===== src/rtl/runner_packer_pkg.sv =====
// runner_packer shared helpers: ratio/clog2 and FIFO entry layout.
// Optional parity field enabled by RUNNER_PACKER_PARITY_EN.
package runner_packer_pkg;

  function automatic int clog2(input int v);
    int r;
    for (r = 0; (1 << r) < v; r++) begin
    end
    return r;
  endfunction

  function automatic int ratio(input int win, input int wout);
    return wout / win;
  endfunction

  localparam int LAST_W = 1;
`ifdef RUNNER_PACKER_PARITY_EN
  localparam int PAR_W = 1;
`else
  localparam int PAR_W = 0;
`endif

  // Entry = {parity?, last, data}, data in the LSBs
  function automatic int entry_width(input int wout);
    return wout + LAST_W + PAR_W;
  endfunction

endpackage


===== src/rtl/runner_packer_if.sv =====
// Stream bundle for runner_packer: narrow input beats, wide output words.
// out_parity exists only with RUNNER_PACKER_PARITY_EN.
interface runner_packer_if #(
  parameter int WIDTH_IN  = 4,
  parameter int WIDTH_OUT = 8,
  parameter int CNT_WIDTH = 16
);
  logic                 in_valid;
  logic                 in_ready;
  logic [WIDTH_IN-1:0]  in_data;
  logic                 in_last;
  logic                 out_valid;
  logic                 out_ready;
  logic [WIDTH_OUT-1:0] out_data;
  logic                 out_last;
  logic [CNT_WIDTH-1:0] word_count;
`ifdef RUNNER_PACKER_PARITY_EN
  logic                 out_parity;

  modport slave (
    input  in_valid, in_data, in_last, out_ready,
    output in_ready, out_valid, out_data, out_last,
    output word_count, out_parity
  );
  modport master (
    output in_valid, in_data, in_last, out_ready,
    input  in_ready, out_valid, out_data, out_last,
    input  word_count, out_parity
  );
`else
  modport slave (
    input  in_valid, in_data, in_last, out_ready,
    output in_ready, out_valid, out_data, out_last,
    output word_count
  );
  modport master (
    output in_valid, in_data, in_last, out_ready,
    input  in_ready, out_valid, out_data, out_last,
    input  word_count
  );
`endif
endinterface


===== src/rtl/runner_packer_fifo.sv =====
// First-word-fall-through sync FIFO; extra pointer MSB tells full from empty.
// Head is read straight from the register array.
module runner_packer_fifo
  import runner_packer_pkg::*;
#(
  parameter int DEPTH       = 4,
  parameter int ENTRY_WIDTH = 9
) (
  input  logic                   clk,
  input  logic                   reset,
  input  logic                   push,
  input  logic                   pop,
  input  logic [ENTRY_WIDTH-1:0] wdata,
  output logic [ENTRY_WIDTH-1:0] rdata,
  output logic                   full,
  output logic                   empty
);
  localparam int AW = clog2(DEPTH);
  localparam int PW = AW + 1;

  logic [PW-1:0] wr_q, wr_d, rd_q, rd_d;
  logic [ENTRY_WIDTH-1:0] mem_q [DEPTH];
  logic do_push, do_pop;

  assign full  = (wr_q[AW] != rd_q[AW]) &&
                 (wr_q[AW-1:0] == rd_q[AW-1:0]);
  assign empty = (wr_q == rd_q);

  assign do_push = push && !full;
  assign do_pop  = pop && !empty;
  assign rdata   = mem_q[rd_q[AW-1:0]];

  always_comb begin
    wr_d = wr_q + PW'(do_push);
    rd_d = rd_q + PW'(do_pop);
  end

  always_ff @(posedge clk) begin
    if (reset) begin
      wr_q <= '0;
      rd_q <= '0;
    end else begin
      wr_q <= wr_d;
      rd_q <= rd_d;
    end
  end

  always_ff @(posedge clk) begin
    if (!reset && do_push) begin
      mem_q[wr_q[AW-1:0]] <= wdata;
    end
  end

endmodule


===== src/rtl/runner_packer.sv =====
// Packs WIDTH_IN beats little-endian into WIDTH_OUT words behind a FIFO.
// Define RUNNER_PACKER_PARITY_EN to add out_parity.
module runner_packer
  import runner_packer_pkg::*;
#(
  parameter int WIDTH_IN  = 4,
  parameter int WIDTH_OUT = 8,
  parameter int DEPTH     = 4,
  parameter int CNT_WIDTH = 16
) (
  input  logic           clk,
  input  logic           reset,
  runner_packer_if.slave bus
);
  localparam int RATIO = ratio(WIDTH_IN, WIDTH_OUT);
  localparam int KW    = (clog2(RATIO) > 0) ? clog2(RATIO) : 1;
  localparam int EW    = entry_width(WIDTH_OUT);

  logic [KW-1:0]        k_q, k_d;
  logic [WIDTH_OUT-1:0] asm_q, asm_d;
  logic [WIDTH_OUT-1:0] beat, word;
  logic [CNT_WIDTH-1:0] cnt_q, cnt_d;
  logic [EW-1:0]        wdata, rdata;
  logic full, empty, head_ok;
  logic in_fire, out_fire, done;

  assign head_ok  = !empty && !reset;
  assign in_fire  = bus.in_valid && !full;
  assign out_fire = head_ok && bus.out_ready;
  assign done     = in_fire &&
                    (bus.in_last || k_q == KW'(RATIO - 1));

  always_comb begin
    beat = '0;
    beat[WIDTH_IN-1:0] = bus.in_data;
    word  = asm_q | (beat << (int'(k_q) * WIDTH_IN));
    asm_d = asm_q;
    k_d   = k_q;
    cnt_d = cnt_q + CNT_WIDTH'(out_fire);
    if (done) begin
      asm_d = '0;
      k_d   = '0;
    end else if (in_fire) begin
      asm_d = word;
      k_d   = k_q + KW'(1);
    end
  end

`ifdef RUNNER_PACKER_PARITY_EN
  assign wdata = {^word, bus.in_last, word};
  assign bus.out_parity = head_ok & rdata[WIDTH_OUT+1];
`else
  assign wdata = {bus.in_last, word};
`endif

  always_ff @(posedge clk) begin
    if (reset) begin
      k_q   <= '0;
      asm_q <= '0;
      cnt_q <= '0;
    end else begin
      k_q   <= k_d;
      asm_q <= asm_d;
      cnt_q <= cnt_d;
    end
  end

  runner_packer_fifo #(
    .DEPTH      (DEPTH),
    .ENTRY_WIDTH(EW)
  ) u_fifo (
    .clk  (clk),
    .reset(reset),
    .push (done),
    .pop  (out_fire),
    .wdata(wdata),
    .rdata(rdata),
    .full (full),
    .empty(empty)
  );

  // in_ready comes from FIFO pointers only, never from out_ready
  assign bus.in_ready   = !full;
  assign bus.out_valid  = head_ok;
  assign bus.out_data   = head_ok ? rdata[WIDTH_OUT-1:0] : '0;
  assign bus.out_last   = head_ok & rdata[WIDTH_OUT];
  assign bus.word_count = cnt_q;

endmodule


===== src/flat_wrapper.sv =====
// flat-port wrapper written by rule: the top's interface ports become plain ports
module runner_packer_flat import runner_packer_pkg::*;
#(
  parameter int WIDTH_IN  = 4,
  parameter int WIDTH_OUT = 8,
  parameter int DEPTH     = 4,
  parameter int CNT_WIDTH = 16
)
  (clk, reset, bus_in_valid, bus_in_data, bus_in_last, bus_out_ready, bus_in_ready, bus_out_valid, bus_out_data, bus_out_last, bus_word_count);
  runner_packer_if #(.WIDTH_IN(WIDTH_IN), .WIDTH_OUT(WIDTH_OUT), .CNT_WIDTH(CNT_WIDTH)) bus_i ();
  input  logic clk;
  input  logic reset;
  input wire logic [$bits(bus_i.in_valid)-1:0] bus_in_valid;
  input wire logic [$bits(bus_i.in_data)-1:0] bus_in_data;
  input wire logic [$bits(bus_i.in_last)-1:0] bus_in_last;
  input wire logic [$bits(bus_i.out_ready)-1:0] bus_out_ready;
  output wire logic [$bits(bus_i.in_ready)-1:0] bus_in_ready;
  output wire logic [$bits(bus_i.out_valid)-1:0] bus_out_valid;
  output wire logic [$bits(bus_i.out_data)-1:0] bus_out_data;
  output wire logic [$bits(bus_i.out_last)-1:0] bus_out_last;
  output wire logic [$bits(bus_i.word_count)-1:0] bus_word_count;
  assign bus_i.in_valid = bus_in_valid;
  assign bus_i.in_data = bus_in_data;
  assign bus_i.in_last = bus_in_last;
  assign bus_i.out_ready = bus_out_ready;
  assign bus_in_ready = bus_i.in_ready;
  assign bus_out_valid = bus_i.out_valid;
  assign bus_out_data = bus_i.out_data;
  assign bus_out_last = bus_i.out_last;
  assign bus_word_count = bus_i.word_count;
  runner_packer #(.WIDTH_IN(WIDTH_IN), .WIDTH_OUT(WIDTH_OUT), .DEPTH(DEPTH), .CNT_WIDTH(CNT_WIDTH)) u_core (.clk(clk), .reset(reset), .bus(bus_i));
endmodule

===== config.mk =====
export PLATFORM = sky130hd
export DESIGN_NAME = runner_packer_flat
export DESIGN_NICKNAME = d
export VERILOG_FILES = /design/src/rtl/runner_packer_pkg.sv /design/src/rtl/runner_packer_if.sv /design/src/rtl/runner_packer_fifo.sv /design/src/rtl/runner_packer.sv /design/src/flat_wrapper.sv
export SDC_FILE = /design/constraint.sdc
export NUM_CORES = 1
export LEC_CHECK = 0
export CAP_MARGIN = 15
export CELL_PAD_IN_SITES_DETAIL_PLACEMENT = 0
export CELL_PAD_IN_SITES_GLOBAL_PLACEMENT = 1
export CORE_UTILIZATION = 48
export CTS_CLUSTER_DIAMETER = 80
export DETAILED_ROUTE_END_ITERATION = 6
export HOLD_SLACK_MARGIN = 0.02
export MAX_ROUTING_LAYER = met4
export PLACE_DENSITY = 0.89
export SLEW_MARGIN = 20
export SYNTH_ARGS = -nofsm -noshare
export SYNTH_HDL_FRONTEND = slang
export SYNTH_SLANG_ARGS = --single-unit

===== constraint.sdc =====
create_clock -name clk -period 5.1 [get_ports clk]
set_input_delay 0.765 -clock clk [delete_from_list [all_inputs] [get_ports clk]]
set_output_delay 0.765 -clock clk [all_outputs]
set_load 0.03 [all_outputs]

==> results summary <==
The largest individual stage delay along the critical path comes from the cell dfxtp_1. The standard cell core area came out at 0.005574 mm^2. A synthesized cell averages 13.22 um^2. CTS placed an instance of clkbuf_8 at the clock tree root. The post-route minimum period came out at around 3.6 ns. The total overflow reported by the global router came out at 0. The post-synthesis cell count is about 210. The later pin in the worst-skew pair is clocked with a latency of approximately 0.34 ns. The final core area utilization is around 61%. Setup repair after global routing left no endpoint under its margin.

The number of antenna violations at the first check in global routing is 0. The routed wire length per instance is 14.99 um. In this run, synthesis inferred 36 flip-flops with an integrated enable. The leakage component of the power is roughly 1.2 nW. The post-cts gate resize count is 0. The floorplan has 27 rows. The flip-flop cell with the highest count after synthesis is edfxtp_1.

In this design, the stage delay of the slowest critical-path cell is 0.71 ns. The critical path arrival is 2.83 ns. The worst hold path belongs to the class flip-flop to flip-flop. The maximum clock insertion buffer count is 2. Buffers added to address setup during post-CTS repair amount to 0.

The final instance count without filler cells came out at 330. The total buffers and inverters traversed by the critical path is 1. The combined global-route utilization of all metal layers came out at a little under a fifth.

The detailed-route via count is between 1,500 and 2,000. In this run the count of I/O pins placed on the die edge is 36. The final layout contains routed wiring with a total length of 4947 um. The die is 78.59 um tall.

The routability congestion estimate is roughly 0.77. The critical path goes through xnor2_2, nand2_1, o21bai_1, nor2b_1, clkdlybuf4s50_1. The post-route clock period utilization is roughly 71%. The number of DRC violations after detailed routing is 0. The sum of net half-perimeters after detailed placement came out at about 3300 um. After clock tree synthesis, the clock-pin slew on the worst setup and hold paths is roughly 0.08 ns.

The growth of design area from synthesis to finish came out at 21.64%. The worst-margin pin slew came out at around 0.86 ns. The die covers between 0.006 and 0.007 mm^2. The layout net count came out at 268. Power spread over the standard cell area amounts to 325.4 mW/mm^2.

The fraction of synthesis flops using an asynchronous set or reset pin came out at 0%. The data required time of the worst path came out at ~4.3 ns. The number of different library cells used by synthesis comes to 33. Setup violations remaining at the end of the flow were counted as 0.

Setup total negative slack on the finished layout was measured at 0 ns. The count of maximum capacitance violations came out at 0. The biggest fanout along the worst timing path is 12.

The synthesized design contains 67 register bits. The count of endpoints failing hold in the final timing report is 0. The total iterations of the first detailed-routing run came out at 5. The clock share of power came out at between 30% and 40%. Summing the sequential cell areas from Yosys gives around 60% of the chip area.

In this run the horizontal extent of the chip is approximately 79 um. Measured against its own limit, the worst slew margin works out to roughly 43%. The switching power share of the total is between 20% and 30%.

The net switching power is roughly 0.00027 W. The antenna diode instance count is 0. The tree built by TritonCTS fans out to 67 sinks. The flow ran to the end, and the final reports show no timing, DRC or antenna violations.

The share of layout cells above drive strength 1 came out at around a tenth. TritonCTS built the clock tree. The synthesized cell area came out at approximately 0.0028 mm^2. Timing would allow up to between 200 and 300 MHz. The number of H-tree levels came out at 3. Between clock sinks in the finished design, the worst skew comes to 0.005101 ns.

The internal power of the cells totals 0.0008445 W. In this run, CTS created clock tree buffers numbering 9. The start-to-end type of the worst setup path is flip-flop to primary output.

The largest delay contributor family on the critical path is flip-flops. The via count of the first global-routing pass was around 1,700. STA classifies the critical path endpoint as a primary output. The initial cell density of the core is 50.51%. The relative contribution of sequential cells to total power is between 50% and 60%. The post-detailed-route via-to-cell ratio came out at around 5.2. The initial detailed-routing violation count is ~110. The maximum number of pins on one net before global-route repair is 33. The cell count after placement came out at between 300 and 400. The count of pins over their slew limit is 0. STA classifies the critical path startpoint as a flip-flop.

The worst voltage drop across the vdd grid came out at between 0.15 and 0.2 mV. The count of port buffers added during placement is 35. The part of the total power dissipated in combinational logic came out at under 10%. The count of nets left with antenna violations once routing finished came out at 0. The global-route wire length before repair is roughly 8300 um. The count of hold buffers inserted by post-cts repair is 0. The total of warnings raised by yosys is 0. The net count after synthesis is approximately 230.
-- Yosys cell counts (2+ instances only) --
cell | n | area (um^2)
nor2_1 | 18 | 67.56
clkbuf_1 | 3 | 11.26
buf_2 | 2 | 10.01
or3_1 | 3 | 18.77
edfxtp_1 | 36 | 1081
ha_1 | 6 | 75.07
o21ai_0 | 3 | 15.01
nand2_1 | 9 | 33.78
xor2_1 | 4 | 35.03
and2_1 | 4 | 25.02
nor2b_1 | 15 | 93.84
nand4_1 | 3 | 18.77
nor3_1 | 5 | 25.02
a21oi_1 | 9 | 45.04
a21o_1 | 5 | 37.54
xnor2_2 | 2 | 32.53
inv_1 | 12 | 45.04
mux4_1 | 9 | 236.5
xnor2_1 | 9 | 78.83
and3_1 | 3 | 18.77
a211oi_1 | 4 | 30.03
nand3_1 | 8 | 40.04
dfxtp_1 | 31 | 620.6
-- kinds of logic (layout without fill, tap and decap cells) --
logic type	Yosys count	after routing	synth area share, %
compound gates	24	24	6.045
flops	67	67	60.44
fa+ha+maj	6	6	2.667
xor+xnor	15	15	5.200
buf+inv	19	64	3.022
simple gates	73	73	14.22
mux	9	9	8.400
-- path summary, 6_finish.rpt --
kind / startpoint / end / slack, ns / cells after the start
worst min-delay path: u_core.asm_q[4] / u_core.asm_q[4] / 0.47 / 1
worst min register to register: u_core.asm_q[4] / u_core.asm_q[4] / 0.47 / 1
worst max register to register: u_core.u_fifo.rd_q[0] / u_core.bus.word_count[12] / 2.02 / 10
worst max-delay path: u_core.u_fifo.rd_q[0] / bus_out_data[5] / 1.50 / 5
-- placed cells by master (no fill, tap or decap), drive strengths merged --
cell type	instances
a211oi	4
a21o	5
a21oi	9
a311oi	1
a31o	1
and2	4
and3	3
and3b	1
and4b	1
buf	1
bufinv	1
clkbuf	9
clkdlybuf4s50	35
clkinv	1
clkinvlp	4
dfxtp	31
edfxtp	36
ha	6
inv	13
mux4	9
nand2	9
nand3	8
nand4	3
nor2	19
nor2b	15
nor3	5
nor4	2
o21ai	3
o21bai	1
or3	3
xnor2	11
xor2	4
-- power groups by stage --
stage / sequential (W) / combinational (W) / clock, W
2_1_floorplan: 0.000595 / 0.0000593 / 0
3_3_place_gp: 0.000597 / 0.0000859 / 0
3_5_place_dp: 0.000598 / 0.0000884 / 0
4_1_cts: 0.000586 / 0.0000887 / 0.000451
5_1_grt: 0.000587 / 0.0000952 / 0.000473
6_report: 0.000586 / 0.0000879 / 0.000441
-- registers in the layout, indices dropped and copies added, names as in the netlist --
name / flops
u_core.asm_q: 8
u_core.bus.word_count: 16
u_core.u_fifo.wr_q: 3
u_core.u_fifo.rd_q: 3
u_core.u_fifo.mem_q: 36
u_core.k_q: 1
-- per-layer routing --
metal | track usage, % | share of wire (%) | up-vias
li1 | - | - | 849
met1 | 23.71 | 48 | 824
met2 | 27.30 | 46 | 49
met3 | 5.581 | 4.2 | 6
met4 | 9.815 | 1.8 | 0
met5 | - | 0 | -
-- worst reg2reg max path: cells and delay by family (launching register included) --
family                     cells  cell delay, ns
and+or+nand+nor                5            0.63
DFF                            1            0.71
AOI/OAI and AO/OA              1            0.69
xor gates and xnor gates       2            0.42
adders and majority gates      2            0.52
-- cell type report --
cell class,count,area [um^2]
Timing Repair Buffer,36,357.8
Sequential cell,67,1702
Multi-Input combinational cell,127,1028
Clock inverter,7,77.57
Clock buffer,9,123.9
Fill cell,444,2150
Inverter,12,45.04
Tap cell,72,90.09
-- per-stage QoR --
step	setup slack (ns)	cell area [um^2]	total power, W	hold slack, ns
detailed placement	1.544	3223	0.0006866	0.4510
global placement	1.608	3223	0.0006833	0.4460
CTS	1.383	3425	0.001125	0.4716
floorplan	2.731	2815	0.0006542	0.4318
finish	1.500	3425	0.001114	0.4670
global route	1.286	3425	0.001156	0.4834
(Power assumes the default switching activity.)
